`src/rtl/tl_ul_pkg.sv`:
```
// Shared TL-UL definitions for the low-speed peripheral master.
//   - A/D channel opcode encodings
//   - issue FSM state type
//   - is_legal_ul_opcode: true for PutFullData, PutPartialData and Get
//   - expected_d_opcode: D opcode a well-behaved slave returns for a request
// Optional feature macro used by the master: TL_UL_MASTER_TIMEOUT_EN.
package tl_ul_pkg;

  localparam logic [2:0] TL_A_PUT_FULL        = 3'd0;
  localparam logic [2:0] TL_A_PUT_PARTIAL     = 3'd1;
  localparam logic [2:0] TL_A_GET             = 3'd4;
  localparam logic [2:0] TL_D_ACCESS_ACK      = 3'd0;
  localparam logic [2:0] TL_D_ACCESS_ACK_DATA = 3'd1;

  typedef enum logic [0:0] {
    ST_IDLE  = 1'b0,
    ST_ISSUE = 1'b1
  } issue_state_e;

  function automatic logic is_legal_ul_opcode(input logic [2:0] opcode);
    logic legal;
    case (opcode)
      TL_A_PUT_FULL, TL_A_PUT_PARTIAL, TL_A_GET: legal = 1'b1;
      default:                                   legal = 1'b0;
    endcase
    return legal;
  endfunction

  function automatic logic [2:0] expected_d_opcode(input logic is_get);
    return is_get ? TL_D_ACCESS_ACK_DATA : TL_D_ACCESS_ACK;
  endfunction

endpackage

```
`src/rtl/tl_ul_sync_fifo.sv`:
```
// Synchronous FIFO used as the master's command queue.
// Ports:
//   clk, rst        clock, asynchronous active-high reset (empties the queue)
//   push, push_data write side; a push while full is taken only alongside a pop
//   pop, pop_data   read side; pop_data shows the head entry (valid when !empty)
//   full, empty     occupancy flags
// DEPTH must be a power of two, >= 2.
module tl_ul_sync_fifo
  import tl_ul_pkg::*;
#(
  parameter int WIDTH = 8,
  parameter int DEPTH = 4
) (
  input  logic             clk,
  input  logic             rst,
  input  logic             push,
  input  logic [WIDTH-1:0] push_data,
  input  logic             pop,
  output logic [WIDTH-1:0] pop_data,
  output logic             full,
  output logic             empty
);

  localparam int AW = $clog2(DEPTH);
  localparam logic [AW:0] PTR_ONE = {{AW{1'b0}}, 1'b1};

  logic [WIDTH-1:0] mem [DEPTH];
  logic [AW:0]      wr_ptr;
  logic [AW:0]      rd_ptr;
  logic             do_push;
  logic             do_pop;

  // Pointers carry one wrap bit so full and empty can be told apart.
  assign empty    = (wr_ptr == rd_ptr);
  assign full     = (wr_ptr[AW] != rd_ptr[AW]) && (wr_ptr[AW-1:0] == rd_ptr[AW-1:0]);
  assign do_pop   = pop && !empty;
  assign do_push  = push && (!full || do_pop);
  assign pop_data = mem[rd_ptr[AW-1:0]];

  // Read/write pointer registers.
  always_ff @(posedge clk or posedge rst) begin
    if (rst) begin
      wr_ptr <= {(AW+1){1'b0}};
      rd_ptr <= {(AW+1){1'b0}};
    end else begin
      if (do_push) wr_ptr <= wr_ptr + PTR_ONE;
      if (do_pop)  rd_ptr <= rd_ptr + PTR_ONE;
    end
  end

  // Storage array; contents are don't-care until written.
  always_ff @(posedge clk) begin
    if (do_push) mem[wr_ptr[AW-1:0]] <= push_data;
  end

endmodule

```
`src/rtl/tilelink_ul_master_mo.sv`:
```
// TL-UL master with multiple outstanding requests (GPIO / flash domain).
// User commands are queued, each is given the lowest free source ID, issued on
// channel A (held stable until accepted) and D responses are handed back to the
// user in arrival order through a one-entry response register.
// Ports:
//   clk, rst                   clock, asynchronous active-high reset
//   cmd_*                      user command (valid/ready, opcode, address, size, mask, data)
//   a_*                        TL-UL channel A master outputs, a_ready input
//   d_*                        TL-UL channel D slave inputs, d_ready output
//   rsp_*                      user response (valid/ready, opcode, source, data, error)
//   outstanding                number of allocated source IDs
//   protocol_err               sticky: illegal command, unknown D source or wrong D opcode
//   timeout                    sticky watchdog flag, present only with TL_UL_MASTER_TIMEOUT_EN
// Macro TL_UL_MASTER_TIMEOUT_EN enables the in-flight watchdog (TIMEOUT_CYCLES).
module tilelink_ul_master_mo
  import tl_ul_pkg::*;
#(
  parameter int TL_ADDR_WIDTH   = 64,
  parameter int TL_DATA_WIDTH   = 64,
  parameter int TL_SOURCE_WIDTH = 3,
  parameter int TL_SINK_WIDTH   = 3,
  parameter int TL_SIZE_WIDTH   = 8,
  parameter int MAX_OUTSTANDING = 4,
  parameter int CMD_DEPTH       = 4,
  parameter int TIMEOUT_CYCLES  = 1024
) (
  input  logic                         clk,
  input  logic                         rst,
  input  logic                         cmd_valid,
  output logic                         cmd_ready,
  input  logic [2:0]                   cmd_opcode,
  input  logic [TL_ADDR_WIDTH-1:0]     cmd_address,
  input  logic [TL_SIZE_WIDTH-1:0]     cmd_size,
  input  logic [TL_DATA_WIDTH/8-1:0]   cmd_mask,
  input  logic [TL_DATA_WIDTH-1:0]     cmd_data,
  output logic                         a_valid,
  input  logic                         a_ready,
  output logic [2:0]                   a_opcode,
  output logic [2:0]                   a_param,
  output logic [TL_ADDR_WIDTH-1:0]     a_address,
  output logic [TL_SIZE_WIDTH-1:0]     a_size,
  output logic [TL_DATA_WIDTH/8-1:0]   a_mask,
  output logic [TL_DATA_WIDTH-1:0]     a_data,
  output logic [TL_SOURCE_WIDTH-1:0]   a_source,
  input  logic                         d_valid,
  output logic                         d_ready,
  input  logic [2:0]                   d_opcode,
  input  logic [1:0]                   d_param,
  input  logic [TL_SIZE_WIDTH-1:0]     d_size,
  input  logic [TL_SINK_WIDTH-1:0]     d_sink,
  input  logic [TL_SOURCE_WIDTH-1:0]   d_source,
  input  logic [TL_DATA_WIDTH-1:0]     d_data,
  input  logic                         d_error,
  output logic                         rsp_valid,
  input  logic                         rsp_ready,
  output logic [2:0]                   rsp_opcode,
  output logic [TL_SOURCE_WIDTH-1:0]   rsp_source,
  output logic [TL_DATA_WIDTH-1:0]     rsp_data,
  output logic                         rsp_error,
  output logic [TL_SOURCE_WIDTH:0]     outstanding,
  output logic                         protocol_err
`ifdef TL_UL_MASTER_TIMEOUT_EN
  ,
  output logic                         timeout
`endif
);

  localparam int STRB_W  = TL_DATA_WIDTH / 8;
  localparam int NUM_IDS = 2 ** TL_SOURCE_WIDTH;
  localparam int CMD_W   = 3 + TL_ADDR_WIDTH + TL_SIZE_WIDTH + STRB_W + TL_DATA_WIDTH;
  localparam logic [TL_SOURCE_WIDTH:0] OUT_ONE = {{TL_SOURCE_WIDTH{1'b0}}, 1'b1};

  // Command queue
  logic             fifo_push;
  logic             fifo_pop;
  logic             fifo_full;
  logic             fifo_empty;
  logic [CMD_W-1:0] fifo_wdata;
  logic [CMD_W-1:0] fifo_rdata;
  logic             cmd_hs;
  logic             cmd_legal;

  logic [2:0]                 q_opcode;
  logic [TL_ADDR_WIDTH-1:0]   q_address;
  logic [TL_SIZE_WIDTH-1:0]   q_size;
  logic [STRB_W-1:0]          q_mask;
  logic [TL_DATA_WIDTH-1:0]   q_data;

  // Issue FSM and ID tracking
  issue_state_e               state;
  issue_state_e               next_state;
  logic                       load;
  logic [NUM_IDS-1:0]         in_flight;
  logic [NUM_IDS-1:0]         is_get;
  logic                       free_avail;
  logic [TL_SOURCE_WIDTH-1:0] free_id;

  // D path
  logic d_hs;
  logic d_known;
  logic d_accept;
  logic d_opcode_bad;

  // Fields carried only for protocol completeness.
  logic unused_inputs;
  assign unused_inputs = ^{d_param, d_size, d_sink, (TIMEOUT_CYCLES > 0)};

  assign cmd_ready  = !fifo_full;
  assign cmd_hs     = cmd_valid && !fifo_full;
  assign cmd_legal  = is_legal_ul_opcode(cmd_opcode);
  // Illegal commands are acknowledged but never reach the queue.
  assign fifo_push  = cmd_hs && cmd_legal;
  assign fifo_wdata = {cmd_opcode, cmd_address, cmd_size, cmd_mask, cmd_data};
  assign {q_opcode, q_address, q_size, q_mask, q_data} = fifo_rdata;
  assign fifo_pop   = load;

  tl_ul_sync_fifo #(
    .WIDTH (CMD_W),
    .DEPTH (CMD_DEPTH)
  ) u_cmd_fifo (
    .clk       (clk),
    .rst       (rst),
    .push      (fifo_push),
    .push_data (fifo_wdata),
    .pop       (fifo_pop),
    .pop_data  (fifo_rdata),
    .full      (fifo_full),
    .empty     (fifo_empty)
  );

  // Lowest free ID among the first MAX_OUTSTANDING; uses the registered bitmap
  // so an ID freed this cycle is only reusable from the next cycle.
  always_comb begin
    free_avail = 1'b0;
    free_id    = {TL_SOURCE_WIDTH{1'b0}};
    for (int i = MAX_OUTSTANDING - 1; i >= 0; i--) begin
      if (!in_flight[i]) begin
        free_avail = 1'b1;
        free_id    = TL_SOURCE_WIDTH'(i);
      end else begin
        free_avail = free_avail;
      end
    end
  end

  // Issue FSM next-state and queue-pop decision.
  always_comb begin
    next_state = state;
    load       = 1'b0;
    case (state)
      ST_IDLE: begin
        if (!fifo_empty && free_avail) begin
          next_state = ST_ISSUE;
          load       = 1'b1;
        end else begin
          next_state = ST_IDLE;
        end
      end
      ST_ISSUE: begin
        if (a_ready) begin
          if (!fifo_empty && free_avail) begin
            next_state = ST_ISSUE;
            load       = 1'b1;
          end else begin
            next_state = ST_IDLE;
          end
        end else begin
          next_state = ST_ISSUE;
        end
      end
      default: begin
        next_state = ST_IDLE;
        load       = 1'b0;
      end
    endcase
  end

  // Issue FSM state register.
  always_ff @(posedge clk or posedge rst) begin
    if (rst) state <= ST_IDLE;
    else     state <= next_state;
  end

  // Channel A payload; only rewritten when a new command is loaded, so it stays
  // frozen while a_valid waits for a_ready.
  always_ff @(posedge clk or posedge rst) begin
    if (rst) begin
      a_valid   <= 1'b0;
      a_opcode  <= 3'd0;
      a_address <= {TL_ADDR_WIDTH{1'b0}};
      a_size    <= {TL_SIZE_WIDTH{1'b0}};
      a_mask    <= {STRB_W{1'b0}};
      a_data    <= {TL_DATA_WIDTH{1'b0}};
      a_source  <= {TL_SOURCE_WIDTH{1'b0}};
    end else begin
      a_valid <= (next_state == ST_ISSUE);
      if (load) begin
        a_opcode  <= q_opcode;
        a_address <= q_address;
        a_size    <= q_size;
        a_mask    <= q_mask;
        a_data    <= q_data;
        a_source  <= free_id;
      end
    end
  end

  assign a_param = 3'd0;

  assign d_ready      = !rsp_valid || rsp_ready;
  assign d_hs         = d_valid && d_ready;
  assign d_known      = in_flight[d_source];
  assign d_accept     = d_hs && d_known;
  assign d_opcode_bad = (d_opcode != expected_d_opcode(is_get[d_source]));

  // In-flight bitmap and per-ID request kind.
  always_ff @(posedge clk or posedge rst) begin
    if (rst) begin
      in_flight <= {NUM_IDS{1'b0}};
      is_get    <= {NUM_IDS{1'b0}};
    end else begin
      if (load) begin
        in_flight[free_id] <= 1'b1;
        is_get[free_id]    <= (q_opcode == TL_A_GET);
      end
      if (d_accept) in_flight[d_source] <= 1'b0;
    end
  end

  // In-flight counter; an allocate and a free in one cycle cancel out.
  always_ff @(posedge clk or posedge rst) begin
    if (rst) begin
      outstanding <= {(TL_SOURCE_WIDTH+1){1'b0}};
    end else begin
      case ({load, d_accept})
        2'b10:   outstanding <= outstanding + OUT_ONE;
        2'b01:   outstanding <= outstanding - OUT_ONE;
        default: outstanding <= outstanding;
      endcase
    end
  end

  // One-entry response register; beats for unknown sources are swallowed.
  always_ff @(posedge clk or posedge rst) begin
    if (rst) begin
      rsp_valid  <= 1'b0;
      rsp_opcode <= 3'd0;
      rsp_source <= {TL_SOURCE_WIDTH{1'b0}};
      rsp_data   <= {TL_DATA_WIDTH{1'b0}};
      rsp_error  <= 1'b0;
    end else if (d_accept) begin
      rsp_valid  <= 1'b1;
      rsp_opcode <= d_opcode;
      rsp_source <= d_source;
      rsp_data   <= d_data;
      rsp_error  <= d_error;
    end else if (rsp_ready) begin
      rsp_valid  <= 1'b0;
    end
  end

  // Sticky protocol-violation flag.
  always_ff @(posedge clk or posedge rst) begin
    if (rst) begin
      protocol_err <= 1'b0;
    end else if ((cmd_hs && !cmd_legal) || (d_hs && !d_known) || (d_accept && d_opcode_bad)) begin
      protocol_err <= 1'b1;
    end
  end

`ifdef TL_UL_MASTER_TIMEOUT_EN
  localparam int TW = $clog2(TIMEOUT_CYCLES + 1);
  localparam logic [TW-1:0] TMAX   = TW'(TIMEOUT_CYCLES);
  localparam logic [TW-1:0] TW_ONE = TW'(1);

  logic [TW-1:0] wd_cnt;
  logic [TW-1:0] wd_cnt_next;

  // Watchdog next count: restart on any D handshake, saturate at the limit.
  always_comb begin
    wd_cnt_next = wd_cnt;
    if (d_hs) begin
      wd_cnt_next = {TW{1'b0}};
    end else if ((outstanding != {(TL_SOURCE_WIDTH+1){1'b0}}) && (wd_cnt != TMAX)) begin
      wd_cnt_next = wd_cnt + TW_ONE;
    end else begin
      wd_cnt_next = wd_cnt;
    end
  end

  // Watchdog counter and sticky timeout flag.
  always_ff @(posedge clk or posedge rst) begin
    if (rst) begin
      wd_cnt  <= {TW{1'b0}};
      timeout <= 1'b0;
    end else begin
      wd_cnt <= wd_cnt_next;
      if (wd_cnt_next == TMAX) timeout <= 1'b1;
    end
  end
`endif

endmodule

```
`config.mk`:
```
export PLATFORM = sky130hd
export DESIGN_NAME = tilelink_ul_master_mo
export DESIGN_NICKNAME = d
export VERILOG_FILES = /design/src/rtl/tl_ul_pkg.sv /design/src/rtl/tl_ul_sync_fifo.sv /design/src/rtl/tilelink_ul_master_mo.sv
export SDC_FILE = /design/constraint.sdc
export NUM_CORES = 1
export LEC_CHECK = 0
export ABC_AREA = 1
export CORE_MARGIN = 3
export CORE_UTILIZATION = 50
export DETAILED_ROUTE_END_ITERATION = 10
export PLACE_DENSITY = 0.75
export SETUP_SLACK_MARGIN = 0.5
export SYNTH_ARGS = -nofsm -noshare
export SYNTH_HDL_FRONTEND = slang
export SYNTH_SLANG_ARGS = --single-unit
```
`constraint.sdc`:
```
create_clock -name clk -period 20.3 [get_ports clk]
set_input_delay 6.09 -clock clk [delete_from_list [all_inputs] [get_ports clk]]
set_output_delay 6.09 -clock clk [all_outputs]
set_load 0.01 [all_outputs]
```
==> metrics.md, run 1 <==
| Metric | Value |
|---|---|
| Initial Util | 50.7% |
| Post-Synthesis Cell Area | 31400 um2 |
| Pin count of the biggest net entering global routing | 188 |
| Worst-path clk slew | 0.06 ns |
| Cts hold-fix bufs | 0 |
| Crit share post-route | 65.7% |
| Worst flop-to-flop path startpoint | u_cmd_fifo.rd_ptr[1] |
| Status | finished, final reports clean |
| Footprint of the multi-input gates | 6770 um2 |
| Die Ht | 257 um |
| Post-CTS Setup Bufs | 0 |
| F_max | 0.0750 GHz |
| Number of max-cap violations | 0 |
| Synth Area in Adders | 0.319% |
| Multiplexer share of the synthesized area | 0% |
| Clock Latency Late Sink | 0.63 ns |
| DRT met1 WL | 30.9 mm |
| Startpoint Class | primary input |
| Seq cells post-synth | 833 |
| Synth top area cells | edfxtp_1 (56%), dfrtp_1 (20%), nand2_1 (8.5%) |
| Vias after detailed routing | 21300 |
| Cell Pwr Density | 151 nW/um2 |
| Worst Path Arrival | 7.25 ns |
| CP endpoint | d_ready |
| Post-synth cell types | 24 |
| Initial drt markers | 1666 |
| Die Area | 65800 um2 |
| Crit-path slowest cell | clkdlybuf4s50_1 |
| Critical path type | primary input to output pin |
| Post-Route WL | 79.5 mm |
| Synth-to-Final Area Change | 25.6% |
| Most used cell along the critical path | clkdlybuf4s50_1 |
| Crit-path max FO | 3 |
| ANT nets after route | 0 |
| Post-route minimum period | 13.34 ns |
| H-tree levels | 3 |
| Clock skew | 0.0304 ns |
| Crit path launch | rsp_ready |
| Simple-Gate Fraction of Synth Area | 12.8% |
| Floorplan row count | 91 |
| Routed len/inst | 20.4 um |
| Fillcell total | 4584 |
| First-pass iteration count of the detailed router | 5 |
| Final hold violations | 0 |
| Final setup viols | 0 |
| Vias in the first global route | 21500 |
| Top-count cell post-synth | nand2_1 |
| Chip width | 257 um |
| Synth Area in XOR/XNOR | 0.279% |
| Syn Area/Cell | 12.2 um2 |
| Core area | 61900 um2 |
| Tightest Pin Transition | 1.16 ns |
| Total chip power | 5970 uW |
| CTS tree | done |
| GRT Total Usage | 23.7% |
| I/O pins | 470 |
| Largest family of logic cells by synthesized area | simple AND/OR/NAND/NOR gates |
| Max transition margin | 22.4% |
| Area leader, netlist | edfxtp_1 |
| Num CTS Buffers | 84 |
| First-pass GRT wire length | 123 mm |
| Sequential share of the synthesized area | 75.8% |
| NumNets Final | 3228 |
| Met2 wire len | 39.8 mm |
| Worst R2R Setup Slack | 16.11 ns |
| Compound-Gate Fraction of Synth Area | 7.96% |
| Hold WC Path Type | flop to flop |
| FF-to-FF End | u_cmd_fifo.mem[3][11] |
| Dpl hpwl | 44.7 mm |
| Ys Warns | 0 |
| Reg2Reg Depth | 6 |
| Setup tns final | 0 ns |
| Crit-path cells | clkdlybuf4s50_1, inv_1, nand2_1, clkdlybuf4s50_1 |
| Peak supply drop | 92.6 uV |
| GRT overflow | 0 |
| Metal3 WL | 6.04 mm |
| CP max stage delay | 0.55 ns |
| DR DRC count | 0 |
| Highest metal layer with signal wires | met5 |
| CP required | 14.21 ns |
| Clock root buffer | clkbuf_16 |
| Mapped Cells | 2568 |
| GP Congestion | 0.920 |
| Max Slew Vio Count | 0 |
| Post-synth EDFFs | 588 |
| Register area | 23800 um2 |
| Port bufs | 452 |
| Initial antenna violation count | 15 |
| Largest buffer count on any clock path | 3 |
| Synth top cells by count | nand2_1 (715), edfxtp_1 (588), o21ai_0 (309) |
| Critical Path End Type | output pin |
| Share of layout cells above drive strength 1 | 5.47% |
| Top_reg_cell synth | edfxtp_1 |
| CTS Sinks | 833 |
| Area share of the largest cell type after synthesis | 56.3% |
| Drt via density | 5.46 |
| Post-CTS sizing | 0 |
| Async set-reset flop share out of synthesis | 29.4% |
| Leak | 0.0152 uW |
| RSZ-0062 raised after global routing | false |
## worst min-delay path by stage
stage	startpoint	slack (ns)	end	depth (start not counted)
final	a_address[4]	0.48	a_address[4]	2
after global routing	rsp_data[34]	0.49	rsp_data[34]	2
after CTS	a_address[4]	0.48	a_address[4]	2
after detailed placement	rsp_data[46]	0.46	rsp_data[46]	2
after global placement	rsp_data[21]	0.46	rsp_data[21]	2
after floorplan	is_get[2]	0.45	is_get[2]	2
## routing by layer
metal	vias up	global-route usage, %
li1	9728	-
met5	-	0
met4	4	9.97
met1	10500	29.8
met2	927	40.3
met3	166	4.91
## state kept, by name, indices dropped and copies added, names as in the netlist
name               flops
u_cmd_fifo.mem       588
a_data                64
a_size                 8
rsp_error              1
a_opcode               3
u_cmd_fifo.wr_ptr      3
outstanding            4
rsp_valid              1
a_mask                 8
a_valid                1
rsp_data              64
rsp_opcode             3
a_source               2
a_address             64
is_get                 4
in_flight              8
u_cmd_fifo.rd_ptr      3
protocol_err           1
rsp_source             3
## area by class of cell
cell class                 instances  share of cell area [%]
clock inverter                    46                    1.49
tap                              837                    2.66
timing repair buffer             476                    12.0
inverter                          50                   0.527
antenna                           12                  0.0762
clock buffer                     108                    5.74
sequential                       833                    60.4
multi-input combinational       1538                    17.2
## cells by family (layout without fill, tap and decap cells)
family                   Yosys count  count (layout)
XOR/XNOR                          10              10
adder cells (fa/ha/maj)            8               8
other                              1              16
AND/OR/NAND/NOR                 1053            1053
buffers and inverters            200             680
flip-flops                       833             833
AO/OA/AOI/OAI                    463             463
## layout by cell type (no fill, tap or decap), drive strengths merged
cell type        n
a21oi           10
ha               8
o22ai          144
xor2             5
nand2          715
nand3           18
clkinv          33
clkdlybuf4s50  452
o21ai          309
xnor2            5
buf             24
edfxtp         588
diode           12
nand3b           2
nor2           305
nand4           10
clkbuf         108
inv             53
bufinv          10
conb             4
dfrtp          245
nor3             3
## worst max-delay path, delay by kind of cell
family	cells	cell delay [ns]
buf+inv	3	1.05
simple gates	1	0.11
## power breakdown
part           internal, uW  leakage (uW)  total, uW  switching [uW]
sequential             2170       0.00834       2350             183
clock                   924       0.00140       1580             651
combinational           766       0.00542       2040            1270
## per-stage QoR
stage	hold WS (ns)	setup WS [ns]	instances	cell area (um2)	util, %
floorplan	0.453	6.99	2571	31400	-
global placement	0.460	6.95	3734	36500	59.0
detailed placement	0.464	6.94	3734	36500	59.0
CTS	0.481	6.94	3888	39400	63.6
global route	0.490	6.91	3900	39400	63.6
finish	0.477	6.96	3900	39400	63.6
No activity file was read; power rests on OpenSTA's default activity.
==> run 2, diff against run 1 <==
--- a/config.mk
+++ b/config.mk
@@ -7,9 +7,9 @@
 export LEC_CHECK = 0
 export ABC_AREA = 1
 export CORE_MARGIN = 3
-export CORE_UTILIZATION = 50
+export CORE_UTILIZATION = 49
 export DETAILED_ROUTE_END_ITERATION = 10
-export PLACE_DENSITY = 0.75
+export PLACE_DENSITY = 0.76
 export SETUP_SLACK_MARGIN = 0.5
 export SYNTH_ARGS = -nofsm -noshare
 export SYNTH_HDL_FRONTEND = slang
==> constraint.sdc (replaced) <==
create_clock -name clk -period 11.4 [get_ports clk]
set_input_delay 3.42 -clock clk [delete_from_list [all_inputs] [get_ports clk]]
set_output_delay 3.42 -clock clk [all_outputs]
set_load 0.01 [all_outputs]
==> metrics.md, run 2 (synthesis gave the netlist of run 1 again) <==
| Metric | Value |
|---|---|
| Status | finished, final reports clean |
| RSZ-0062 raised after global routing | false |
| CTS tree | done |
| Post-Route WL | 79.8 mm (+0.31%) |
| Num CTS Buffers | 83 (-1.2%) |
| Vias after detailed routing | 21200 (-0.29%) |
| Final setup viols | 0 (unchanged) |
| Crit share post-route | 70.3% |
| Post-route minimum period | 8.02 ns |
| ANT nets after route | 0 (unchanged) |
| Area after DPL | 36600 um2 (about the same) |
| Cell Pwr Density | 269 nW/um2 (+77%) |
| Crit-path cells | clkdlybuf4s50_1, inv_1, nand2_1, clkdlybuf4s50_1 |
| CTS Sinks | 833 (unchanged) |
| Hold WC Path Type | flop to flop |
| Startpoint Class | primary input |
| F_max | 0.125 GHz |
| Initial antenna violation count | 16 (+1) |
| Footprint of the multi-input gates | 6770 um2 (unchanged) |
| Most used cell along the critical path | clkdlybuf4s50_1 |
| Fillcell total | 4664 (+1.7%) |
| GP Congestion | 0.886 (-3.8%) |
| Fin area | 39400 um2 (about the same) |
| Setup tns final | 0 ns (unchanged) |
| Comb power frac | 34.1% (about the same) |
| H-tree levels | 3 (unchanged) |
| Initial drt markers | 1666 (unchanged) |
| Largest buffer count on any clock path | 3 (unchanged) |
| Core area | 63200 um2 (+2.0%) |
| CP max stage delay | 0.56 ns (about the same) |
| Pin count of the biggest net entering global routing | 196 (+4.3%) |
| I/O pins | 470 (unchanged) |
| Max transition margin | 26.0% (+3.6 points) |
| Crit-path max FO | 3 (unchanged) |
| Most frequent cells in the layout | nand2_1 (714), edfxtp_1 (588), clkdlybuf4s50_1 (452) |
| Peak supply drop | 232 uV (+150%) |
| Max Slew Vio Count | 0 (unchanged) |
| Cts hold-fix bufs | 0 (unchanged) |
| Crit-path slowest cell | clkdlybuf4s50_1 |
| Tightest Pin Transition | 1.11 ns (-0.0535 ns) |
| CP required | 7.98 ns (-6.23 ns) |
| GRT overflow | 0 (unchanged) |
| Chip width | 259 um (+0.99%) |
| Routed len/inst | 20.4 um (about the same) |
| Post-CTS Setup Bufs | 0 (unchanged) |
| Critical path type | primary input to output pin |
| Clock Latency Late Sink | 0.64 ns (about the same) |
| Initial Util | 49.7% (-1.0 points) |
| Worst Path Arrival | 4.60 ns (-2.65 ns) |
| Worst-path clk slew | 0.05 ns (about the same) |
| Vias in the first global route | 21400 (-0.63%) |
| Sw power | 3730 uW (+77%) |
| Die Ht | 259 um (+0.99%) |
| Final hold violations | 0 (unchanged) |
| Number of flip-flops in the largest register | 588 (unchanged) |
| Clock root buffer | clkbuf_16 |
| Floorplan row count | 92 (+1.1%) |
| First-pass iteration count of the detailed router | 7 (+2) |
| Port bufs | 452 (unchanged) |
| Register area | 23800 um2 (unchanged) |
| Post-CTS sizing | 0 (unchanged) |
| First-pass GRT wire length | 121 mm (-0.90%) |
| Commonest non-fill, non-tap cell in the layout | nand2_1 |
| Number of max-cap violations | 0 (unchanged) |
| Drt via density | 5.42 (-0.67%) |
| P_int | 6870 uW (+78%) |
| Leak | 0.0151 uW (-0.12%) |
| NumNets Final | 3227 (-0.031%) |
| GRT Total Usage | 23.4% (-0.38 points) |
| DR DRC count | 0 (unchanged) |
| Share of layout cells above drive strength 1 | 5.44% (-0.036 points) |
| Critical Path End Type | output pin |
| Clock power frac | 26.2% (-0.2 points) |
| Clock skew | 0.0240 ns (-0.00646 ns) |
| Sequential Power Share | 39.6% (+0.2 points) |
| Dpl hpwl | 45.2 mm (+0.98%) |
| Die Area | 67100 um2 (+2.0%) |
| Synth-to-Final Area Change | 25.6% (about the same) |
| Switch share | 35.2% (-0.15 points) |
run 2: cell count changes in the layout (fill, tap and decap cells not counted), moves of 3 or more:
cell        delta
diode_2        +4
clkbuf_1       -3
clkinvlp_4     +4
clkinv_1       +6
clkinv_2       -8
run 2: routing by layer:
layer	up-vias	global-route usage, %	part of all wire (%)
met2	816	40.5	50
li1	9739	-	-
met5	-	0	0.034
met4	4	10.2	3.5
met3	161	4.65	7.1
met1	10500	28.6	39
run 2: worst max-delay path: cells and delay by family:
kind / cells / cell delay, ns
buffers and inverters: 3 / 1.06
and+or+nand+nor: 1 / 0.12
run 2: area by class of cell:
class | count | share of cell area (%)
Sequential cell | 833 | 60.3
Timing Repair Buffer | 476 | 12.0
Clock buffer | 110 | 5.92
Multi-Input combinational cell | 1538 | 17.2
Clock inverter | 46 | 1.28
Antenna cell | 16 | 0.102
Tap cell | 846 | 2.68
Inverter | 50 | 0.527
run 2: power groups by stage:
stage | logic (uW) | registers, uW | clock network, uW
detailed placement | 3620 | 4250 | 0
finish | 3620 | 4200 | 2780
floorplan | 1950 | 4360 | 0
global placement | 3510 | 4230 | 0
CTS | 3650 | 4200 | 2830
global route | 4000 | 4250 | 2950
run 2: worst paths after layout:
kind                                 startpoint                     to  slack [ns]  cells after the start
max                                   rsp_ready                d_ready        3.38                      4
max in group asynchronous                   rst   u_cmd_fifo.rd_ptr[0]        6.45                      3
max reg2reg                u_cmd_fifo.rd_ptr[1]  u_cmd_fifo.mem[2][49]        7.33                      6
min reg2reg                         rsp_data[7]            rsp_data[7]        0.48                      2
min in group asynchronous                   rst           rsp_data[51]        3.30                      2
min                                 rsp_data[7]            rsp_data[7]        0.48                      2
run 2: per-stage QoR:
stage               utilization [%]  instances  power (uW)  setup slack [ns]  hold slack, ns
floorplan                         -       2571        6310             0.764           0.453
global placement               57.8       3743        7740              3.38           0.460
detailed placement             57.8       3743        7870              3.37           0.464
CTS                            62.3       3899       10700              3.37           0.480
global route                   62.4       3910       11200              3.33           0.496
finish                         62.4       3915       10600              3.38           0.477
